File: src/rtl/breakout_game_ctrl.sv
// ---------------------------------------------------------------------------
// breakout_game_ctrl
// Game-flow sequencer for the Breakout ball datapath. Tracks the match state
// (idle, serve, play, ball lost, game over), lives, score and ball speed, and
// drives the animate / re-initialise / speed inputs of the ball block.
//
// Ports:
//   i_clk         base clock
//   i_rst         asynchronous active-high reset
//   i_ani_stb     one-cycle frame strobe
//   i_mode        game mode selected; low forces IDLE
//   i_start       start button pulse (honoured in IDLE and OVER)
//   i_paddle_hit  paddle bounce pulse (honoured in PLAY)
//   i_ball_lost   ball-lost pulse (honoured in PLAY)
//   o_state       0 IDLE, 1 SERVE, 2 PLAY, 3 LOST, 4 OVER
//   o_animate     ball may move (PLAY only)
//   o_ball_rst    hold ball at its initial position (all states except PLAY)
//   o_speed       per-frame ball increment
//   o_lives       remaining balls
//   o_score       paddle hits this game, saturating at 511
//   o_endgame     high in OVER
// ---------------------------------------------------------------------------
module breakout_game_ctrl #(
  parameter int LIVES          = 3,
  parameter int SERVE_FRAMES   = 60,
  parameter int LOST_FRAMES    = 90,
  parameter int HITS_PER_SPEED = 4,
  parameter int INIT_SPEED     = 1,
  parameter int MAX_SPEED      = 10
) (
  input  logic       i_clk,
  input  logic       i_rst,
  input  logic       i_ani_stb,
  input  logic       i_mode,
  input  logic       i_start,
  input  logic       i_paddle_hit,
  input  logic       i_ball_lost,
  output logic [2:0] o_state,
  output logic       o_animate,
  output logic       o_ball_rst,
  output logic [3:0] o_speed,
  output logic [1:0] o_lives,
  output logic [8:0] o_score,
  output logic       o_endgame
);

  localparam logic [2:0] ST_IDLE  = 3'd0;
  localparam logic [2:0] ST_SERVE = 3'd1;
  localparam logic [2:0] ST_PLAY  = 3'd2;
  localparam logic [2:0] ST_LOST  = 3'd3;
  localparam logic [2:0] ST_OVER  = 3'd4;

  localparam logic [7:0] SERVE_LIM  = 8'(SERVE_FRAMES);
  localparam logic [7:0] LOST_LIM   = 8'(LOST_FRAMES);
  localparam logic [3:0] HIT_LIM    = 4'(HITS_PER_SPEED);
  localparam logic [3:0] SPEED_INIT = 4'(INIT_SPEED);
  localparam logic [3:0] SPEED_MAX  = 4'(MAX_SPEED);
  localparam logic [1:0] LIVES_INIT = 2'(LIVES);
  localparam logic [8:0] SCORE_MAX  = 9'd511;

  logic [2:0] r_state;
  logic [7:0] r_frame_cnt;
  logic [3:0] r_hit_cnt;
  logic [1:0] r_lives;
  logic [8:0] r_score;
  logic [3:0] r_speed;
  logic       r_animate;
  logic       r_ball_rst;
  logic       r_endgame;

  logic [2:0] w_state_nx;
  logic [7:0] w_frame_nx;
  logic [3:0] w_hit_nx;
  logic [1:0] w_lives_nx;
  logic [8:0] w_score_nx;
  logic [3:0] w_speed_nx;
  logic [7:0] w_frame_inc;
  logic [3:0] w_hit_inc;

  assign w_frame_inc = r_frame_cnt + 8'd1;
  assign w_hit_inc   = r_hit_cnt + 4'd1;

  // NOTE: every combinational output gets a default before the case so no
  // path leaves it unassigned; otherwise synthesis infers a latch.
  always_comb begin
    w_state_nx = r_state;
    w_frame_nx = r_frame_cnt;
    w_hit_nx   = r_hit_cnt;
    w_lives_nx = r_lives;
    w_score_nx = r_score;
    w_speed_nx = r_speed;

    if (!i_mode) begin
      // Mode drop wins over everything; game values are kept until restart.
      w_state_nx = ST_IDLE;
      w_frame_nx = '0;
    end else begin
      case (r_state)
        ST_IDLE, ST_OVER: begin
          if (i_start) begin
            w_state_nx = ST_SERVE;
            w_lives_nx = LIVES_INIT;
            w_score_nx = '0;
            w_speed_nx = SPEED_INIT;
            w_hit_nx   = '0;
            w_frame_nx = '0;
          end
        end
        ST_SERVE: begin
          if (i_ani_stb) begin
            if (w_frame_inc == SERVE_LIM) begin
              w_state_nx = ST_PLAY;
              w_frame_nx = '0;
            end else begin
              w_frame_nx = w_frame_inc;
            end
          end
        end
        ST_PLAY: begin
          // A loss in the same cycle as a hit swallows the hit.
          if (i_ball_lost) begin
            w_state_nx = ST_LOST;
            w_lives_nx = r_lives - 2'd1;
            w_frame_nx = '0;
          end else if (i_paddle_hit) begin
            if (r_score != SCORE_MAX) w_score_nx = r_score + 9'd1;
            if (w_hit_inc == HIT_LIM) begin
              w_hit_nx = '0;
              if (r_speed < SPEED_MAX) w_speed_nx = r_speed + 4'd1;
            end else begin
              w_hit_nx = w_hit_inc;
            end
          end
        end
        ST_LOST: begin
          if (i_ani_stb) begin
            if (w_frame_inc == LOST_LIM) begin
              w_frame_nx = '0;
              if (r_lives == 2'd0) begin
                w_state_nx = ST_OVER;
              end else begin
                w_state_nx = ST_SERVE;
                w_speed_nx = SPEED_INIT;
                w_hit_nx   = '0;
              end
            end else begin
              w_frame_nx = w_frame_inc;
            end
          end
        end
        default: begin
          w_state_nx = ST_IDLE;
          w_frame_nx = '0;
        end
      endcase
    end
  end

  // NOTE: state registers use non-blocking assignments so every flop samples
  // the pre-edge values, independent of statement order.
  always_ff @(posedge i_clk or posedge i_rst) begin
    if (i_rst) begin
      r_state     <= ST_IDLE;
      r_frame_cnt <= '0;
      r_hit_cnt   <= '0;
      r_lives     <= LIVES_INIT;
      r_score     <= '0;
      r_speed     <= SPEED_INIT;
      r_animate   <= 1'b0;
      r_ball_rst  <= 1'b1;
      r_endgame   <= 1'b0;
    end else begin
      r_state     <= w_state_nx;
      r_frame_cnt <= w_frame_nx;
      r_hit_cnt   <= w_hit_nx;
      r_lives     <= w_lives_nx;
      r_score     <= w_score_nx;
      r_speed     <= w_speed_nx;
      // Decoded from the next state so they change together with o_state.
      r_animate   <= (w_state_nx == ST_PLAY);
      r_ball_rst  <= (w_state_nx != ST_PLAY);
      r_endgame   <= (w_state_nx == ST_OVER);
    end
  end

  assign o_state    = r_state;
  assign o_animate  = r_animate;
  assign o_ball_rst = r_ball_rst;
  assign o_speed    = r_speed;
  assign o_lives    = r_lives;
  assign o_score    = r_score;
  assign o_endgame  = r_endgame;

endmodule

File: config.mk
export PLATFORM = sky130hd
export DESIGN_NAME = breakout_game_ctrl
export DESIGN_NICKNAME = d
export VERILOG_FILES = /design/src/rtl/breakout_game_ctrl.sv
export SDC_FILE = /design/constraint.sdc
export NUM_CORES = 1
export LEC_CHECK = 0
export ABC_CLOCK_PERIOD_IN_PS = 3600
export BUFFER_PORTS_ARGS = -buffer_cell sky130_fd_sc_hd__buf_4
export CAP_MARGIN = 20
export CORE_ASPECT_RATIO = 0.8
export CORE_MARGIN = 2
export CORE_UTILIZATION = 45
export DETAILED_ROUTE_END_ITERATION = 7
export PLACE_DENSITY = 0.71
export SYNTH_ARGS = -nofsm -noshare
export SYNTH_HDL_FRONTEND = slang
export SYNTH_SLANG_ARGS = --single-unit
File: constraint.sdc
create_clock -name i_clk -period 3.6 [get_ports i_clk]
set_input_delay 0.36 -clock i_clk [delete_from_list [all_inputs] [get_ports i_clk]]
set_output_delay 0.36 -clock i_clk [all_outputs]
set_load 0.05 [all_outputs]
; ---- Word-level counts from Yosys, hierarchy flattened
; Cells that the tools add are included.
[classes]
muxes = 42
reduce_logical = 10
magnitude_cmp = 1
eq_ne = 25
addsub = 5
[op_table]
columns = operator, count
row1 = two-way mux 4 bit, 15
row2 = two-way mux 8 bit, 7
row3 = two-way mux 9 bit, 4
row4 = case mux 8 bit (4 select lines), 1
row5 = two-way mux 3 bit, 8
row6 = case mux 4 bit (3 select lines), 2
row7 = != test 2 bit (second input constant), 10
row8 = case mux 9 bit (2 select lines), 1
row9 = != test 3 bit (second input constant), 4
row10 = case mux 3 bit (4 select lines), 1
row11 = AND reduction 10 bit, 1
row12 = adder 9 x 1 -> 9 bit (second input constant), 1
row13 = == test 3 x 2 -> 1 bit (second input constant), 3
row14 = != test 9 bit (second input constant), 1
row15 = adder 4 x 1 -> 4 bit (second input constant), 2
row16 = adder 8 x 1 -> 8 bit (second input constant), 1
row17 = == test 8 x 6 -> 1 bit (second input constant), 1
row18 = == test 8 x 7 -> 1 bit (second input constant), 1
row19 = AND reduction 4 bit, 2
row20 = AND reduction 8 bit, 1
row21 = == test 3 bit (second input constant), 2
row22 = AND reduction 6 bit, 1
row23 = == test 4 x 3 -> 1 bit (second input constant), 1
row24 = < comparator 4 bit (second input constant), 1
row25 = other kinds (10), 11
[word_totals]
register_bits = 33
in_bits = 7
out_inout_bits = 21
word_cells = 92

; ---- Logic depth before layout (Yosys ltp)
[depth]
word_depth = 7
mapped_depth = 10
depth_no_buf = 10

; ---- Worst setup path before layout
; OpenSTA, ideal clock, no wires.
[synth_timing]
path_type = register to register
start = reg r_score[0] (netlist: o_score[0])
end = reg r_score[3] (netlist: o_score[3])
t_arrival_ps = 2379
required_ps = 3504
setup_ps = 96
path_stages_with_launch = 10
synth_period_minus_slack_ps = 2475
slack_ps = 1125
n_path_buf = 0
path_cell_list = dfrtp_1 ha_1 and3_1 and3_1 and3_1 ha_1 nor3_1 o21bai_1 or2_2 o31ai_1
[synth_via]
elab_chain_len = 5
word_cells_on_any_way = 8
cone_classes = 1 x add/sub / 2 x eq/ne / 4 x mux / 1 x reduce/logical
[synth_rtl]
columns = item, line
row1 = from (decl), 65  ; logic [8:0] r_score;
row2 = from (signal assigned), 177  ; r_score <= w_score_nx;
row3 = adder 9 x 1 -> 9 bit, 126  ; if (r_score != SCORE_MAX) w_score_nx = r_score + 9'd1;
row4 = two-way mux 9 bit, 126
row5 = two-way mux 9 bit, 125  ; end else if (i_paddle_hit) begin
row6 = two-way mux 9 bit, 121  ; if (i_ball_lost) begin
row7 = case mux 9 bit (2 select lines), 98  ; case (r_state)
; Several ways; a longest one is shown, not always the timed one. The select of a mux whose other input is x is not followed.
; A chain may end at the register's enable or synchronous reset.

; ---- Worst setup path in the final report
; Ends and elaborated chain as after synthesis.

==> impl_metrics.yaml <==
run_status:
  run_status: "complete, no violations"
die:
  fp.dieW_um: 81.4
  start_util_pct: 46.9
  dieArea_um2: 5370
  coreArea_um2: 4600
  die_y_um: 65.9
  placementRows: 22
  ios: 28
finish:
  syn_to_final_growth_pct: 14.7
  num_antenna_cells: 0
  nNetsFinal: 285
  finish.instance_area_um2: 2470
  drive_above_1_share_pct: 20.3
  layout_common_cells: "29 x dfrtp_1, 28 x buf_4, 25 x nand2_1"
  final_common_cell: "dfrtp_1"
global_route:
  first_global_vias: 1782
  grt_max_degree: 34
  antenna_found_initial: 0
  grt_pass1_wl_um: 8600
  track_usage_pct: 20.8
  grt-ovfl-total: 0
sta:
  clock.fmax_ghz: 0.378
  worst_slew_pin_slew_ns: 0.726
  post-route-period-util_pct: 73.4
  drv_slew: 0
  maxSlewHeadroom_pct: 51.5
  finalClockSkew_ns: 0.00582
  setup_viol_count_final: 0
  fin_tns_setup_ns: 0
  hold_viol: 0
  rsz0062_at_grt: "no"
  fin_crit_ns: 2.64
placed_design:
  postPlaceCellArea_um2: 2390
  dp_hpwl_um: 3600
  port_buffers: 27
  place.gp.congestion: 0.845
pwr:
  power_density_nw_per_um2: 285
  peakVddDrop_mv: 0.222
  leakage_uw: 0.00111
worst_setup_path:
  cp-end-kind: "flip-flop"
  required_ns: 3.79
  path_max_fanout: 13
  crit_end: "o_score[3]"
  cp.arrival_ns: 2.83
  regToRegStartpoint: "o_score[0]"
  worst_setup_path_start_kind: "flip-flop"
  reg2reg_depth: 9
  rr_endpoint: "o_score[3]"
  ff2ff_setup_slack_ns: 0.96
  worst-setup-path-type: "reg2reg"
  worstSetupStartpoint: "o_score[0]"
drt:
  dr.pass1.iters: 4
  avgRoutedWirePerCell_um: 14.7
  drc: 0
  ant_nets: 0
  viasPerCell: 5.79
  drt_iter0_markers: 139
  vias: 1918
  routed_wl_um: 4870
logic_synthesis:
  synthArstFlopShare_pct: 100
  synth-edff-count: 0
  synth_cell_types: 63
  synth_area_um2: 2160
  synthFlopType: "dfrtp_1"
  yosysWarnings: 0
  syn_nets: 260
  synthCells: 245
  ys_ff_latch: 33
  synth-seq-area-share_pct: 38.5
  syn_area_per_cell_um2: 8.80
clocking:
  h-tree-depth: 2
  clockBufferDepth: 2
  cts_resized: 0
  numCtsBuffers: 5
  cts.sinks: 33
  clock_tree.root_cell: "clkbuf_8"
  cts_tree: "yes"
  ctsHoldBuffers: 0
  insertion_delay_ns: 0.28
  path_clk_slew_ns: 0.07
  cts_setup_buffers: 0
job:
  max_cap_violations: 0
min_path:
  hp-class: "in2async"
metal layers:
metal / GRT usage [%] / routed length [um]
met5: 0 / 0
met4: 3.81 / 42
met3: 5.46 / 230
met2: 30.5 / 2160
met1: 30.9 / 2440
cell families after synthesis:
| family | share of synthesized area (%) |
|---|---|
| and+or+nand+nor | 25.0 |
| AOI/OAI and AO/OA | 25.1 |
| DFF | 38.5 |
| buffers and inverters | 4.47 |
| adders and majority gates | 4.64 |
| muxes | 1.45 |
| xor gates and xnor gates | 0.812 |
worst min path at each step:
stage	from	to	slack, ns	cells past startpoint
CTS	i_rst	o_speed[1]	0.19	3
floorplan	i_rst	o_animate	0.49	1
detailed placement	i_rst	o_speed[3]	0.48	3
global route	i_rst	o_score[2]	0.22	3
global placement	i_rst	r_hit_cnt[2]	0.48	3
finish	i_rst	o_speed[1]	0.17	3
synth_stat cells (2+ instances only):
master / n / area (um^2)
nor2b_1: 3 / 18.8
a31oi_1: 4 / 25.0
nand3_1: 13 / 65.1
a41oi_1: 2 / 17.5
ha_1: 8 / 100
xnor2_1: 2 / 17.5
nand2b_1: 4 / 25.0
dfstp_2: 4 / 105
nor2_1: 20 / 75.1
o21ai_0: 21 / 105
nor3_1: 7 / 35.0
clkbuf_1: 6 / 22.5
buf_2: 2 / 10.0
and3_1: 7 / 43.8
dfrtp_1: 29 / 726
nor4_1: 2 / 12.5
nand3b_1: 2 / 15.0
nand2_1: 25 / 93.8
o31ai_1: 5 / 37.5
o211ai_1: 2 / 15.0
o21bai_1: 2 / 15.0
o21a_1: 3 / 22.5
nand4_1: 5 / 31.3
o41ai_1: 3 / 26.3
o2bb2ai_1: 2 / 17.5
and2_1: 3 / 18.8
inv_1: 12 / 45.0
mux2i_1: 2 / 20.0
and2_2: 3 / 22.5
a21oi_1: 9 / 45.0
flip-flops by register name, indices dropped and copies added, names as in the netlist:
register     flops
o_animate        1
o_score          9
o_lives          2
o_ball_rst       1
r_hit_cnt        4
r_frame_cnt      8
o_speed          4
o_endgame        1
o_state          3
worst max-delay path: stages (launching register included):
cell      delay (ns)
dfrtp_1         0.42
ha_1            0.24
and3_1          0.21
and3_1          0.21
and3_1          0.18
ha_1            0.17
nor3_1          0.23
o21bai_1        0.28
or2_2           0.39
o31ai_1         0.22
area by class of cell:
| cell class | instances | area (um^2) |
|---|---|---|
| Clock buffer | 6 | 72.6 |
| Inverter | 12 | 45.0 |
| Multi-Input combinational cell | 190 | 1230 |
| Timing Repair Buffer | 28 | 210 |
| Tap cell | 60 | 75.1 |
| Sequential cell | 33 | 831 |
| Fill cell | 444 | 2120 |
| Clock inverter | 2 | 10.0 |
power breakdown:
group	internal, uW	switching (uW)	total (uW)
registers	373	6.39	379
logic	19.0	43.1	62.0
clock network	134	129	263
through the flow:
stage	utilization [%]	hold slack, ns	instances	power, uW	worst slack [ns]
detailed placement	52.0	0.481	323	448	0.976
global route	53.8	0.220	331	746	0.618
CTS	53.8	0.185	331	711	0.957
floorplan	-	0.486	245	426	1.12
global placement	52.0	0.484	323	448	1.11
finish	53.8	0.173	331	705	0.957
Power figures use the tool's default switching activity.
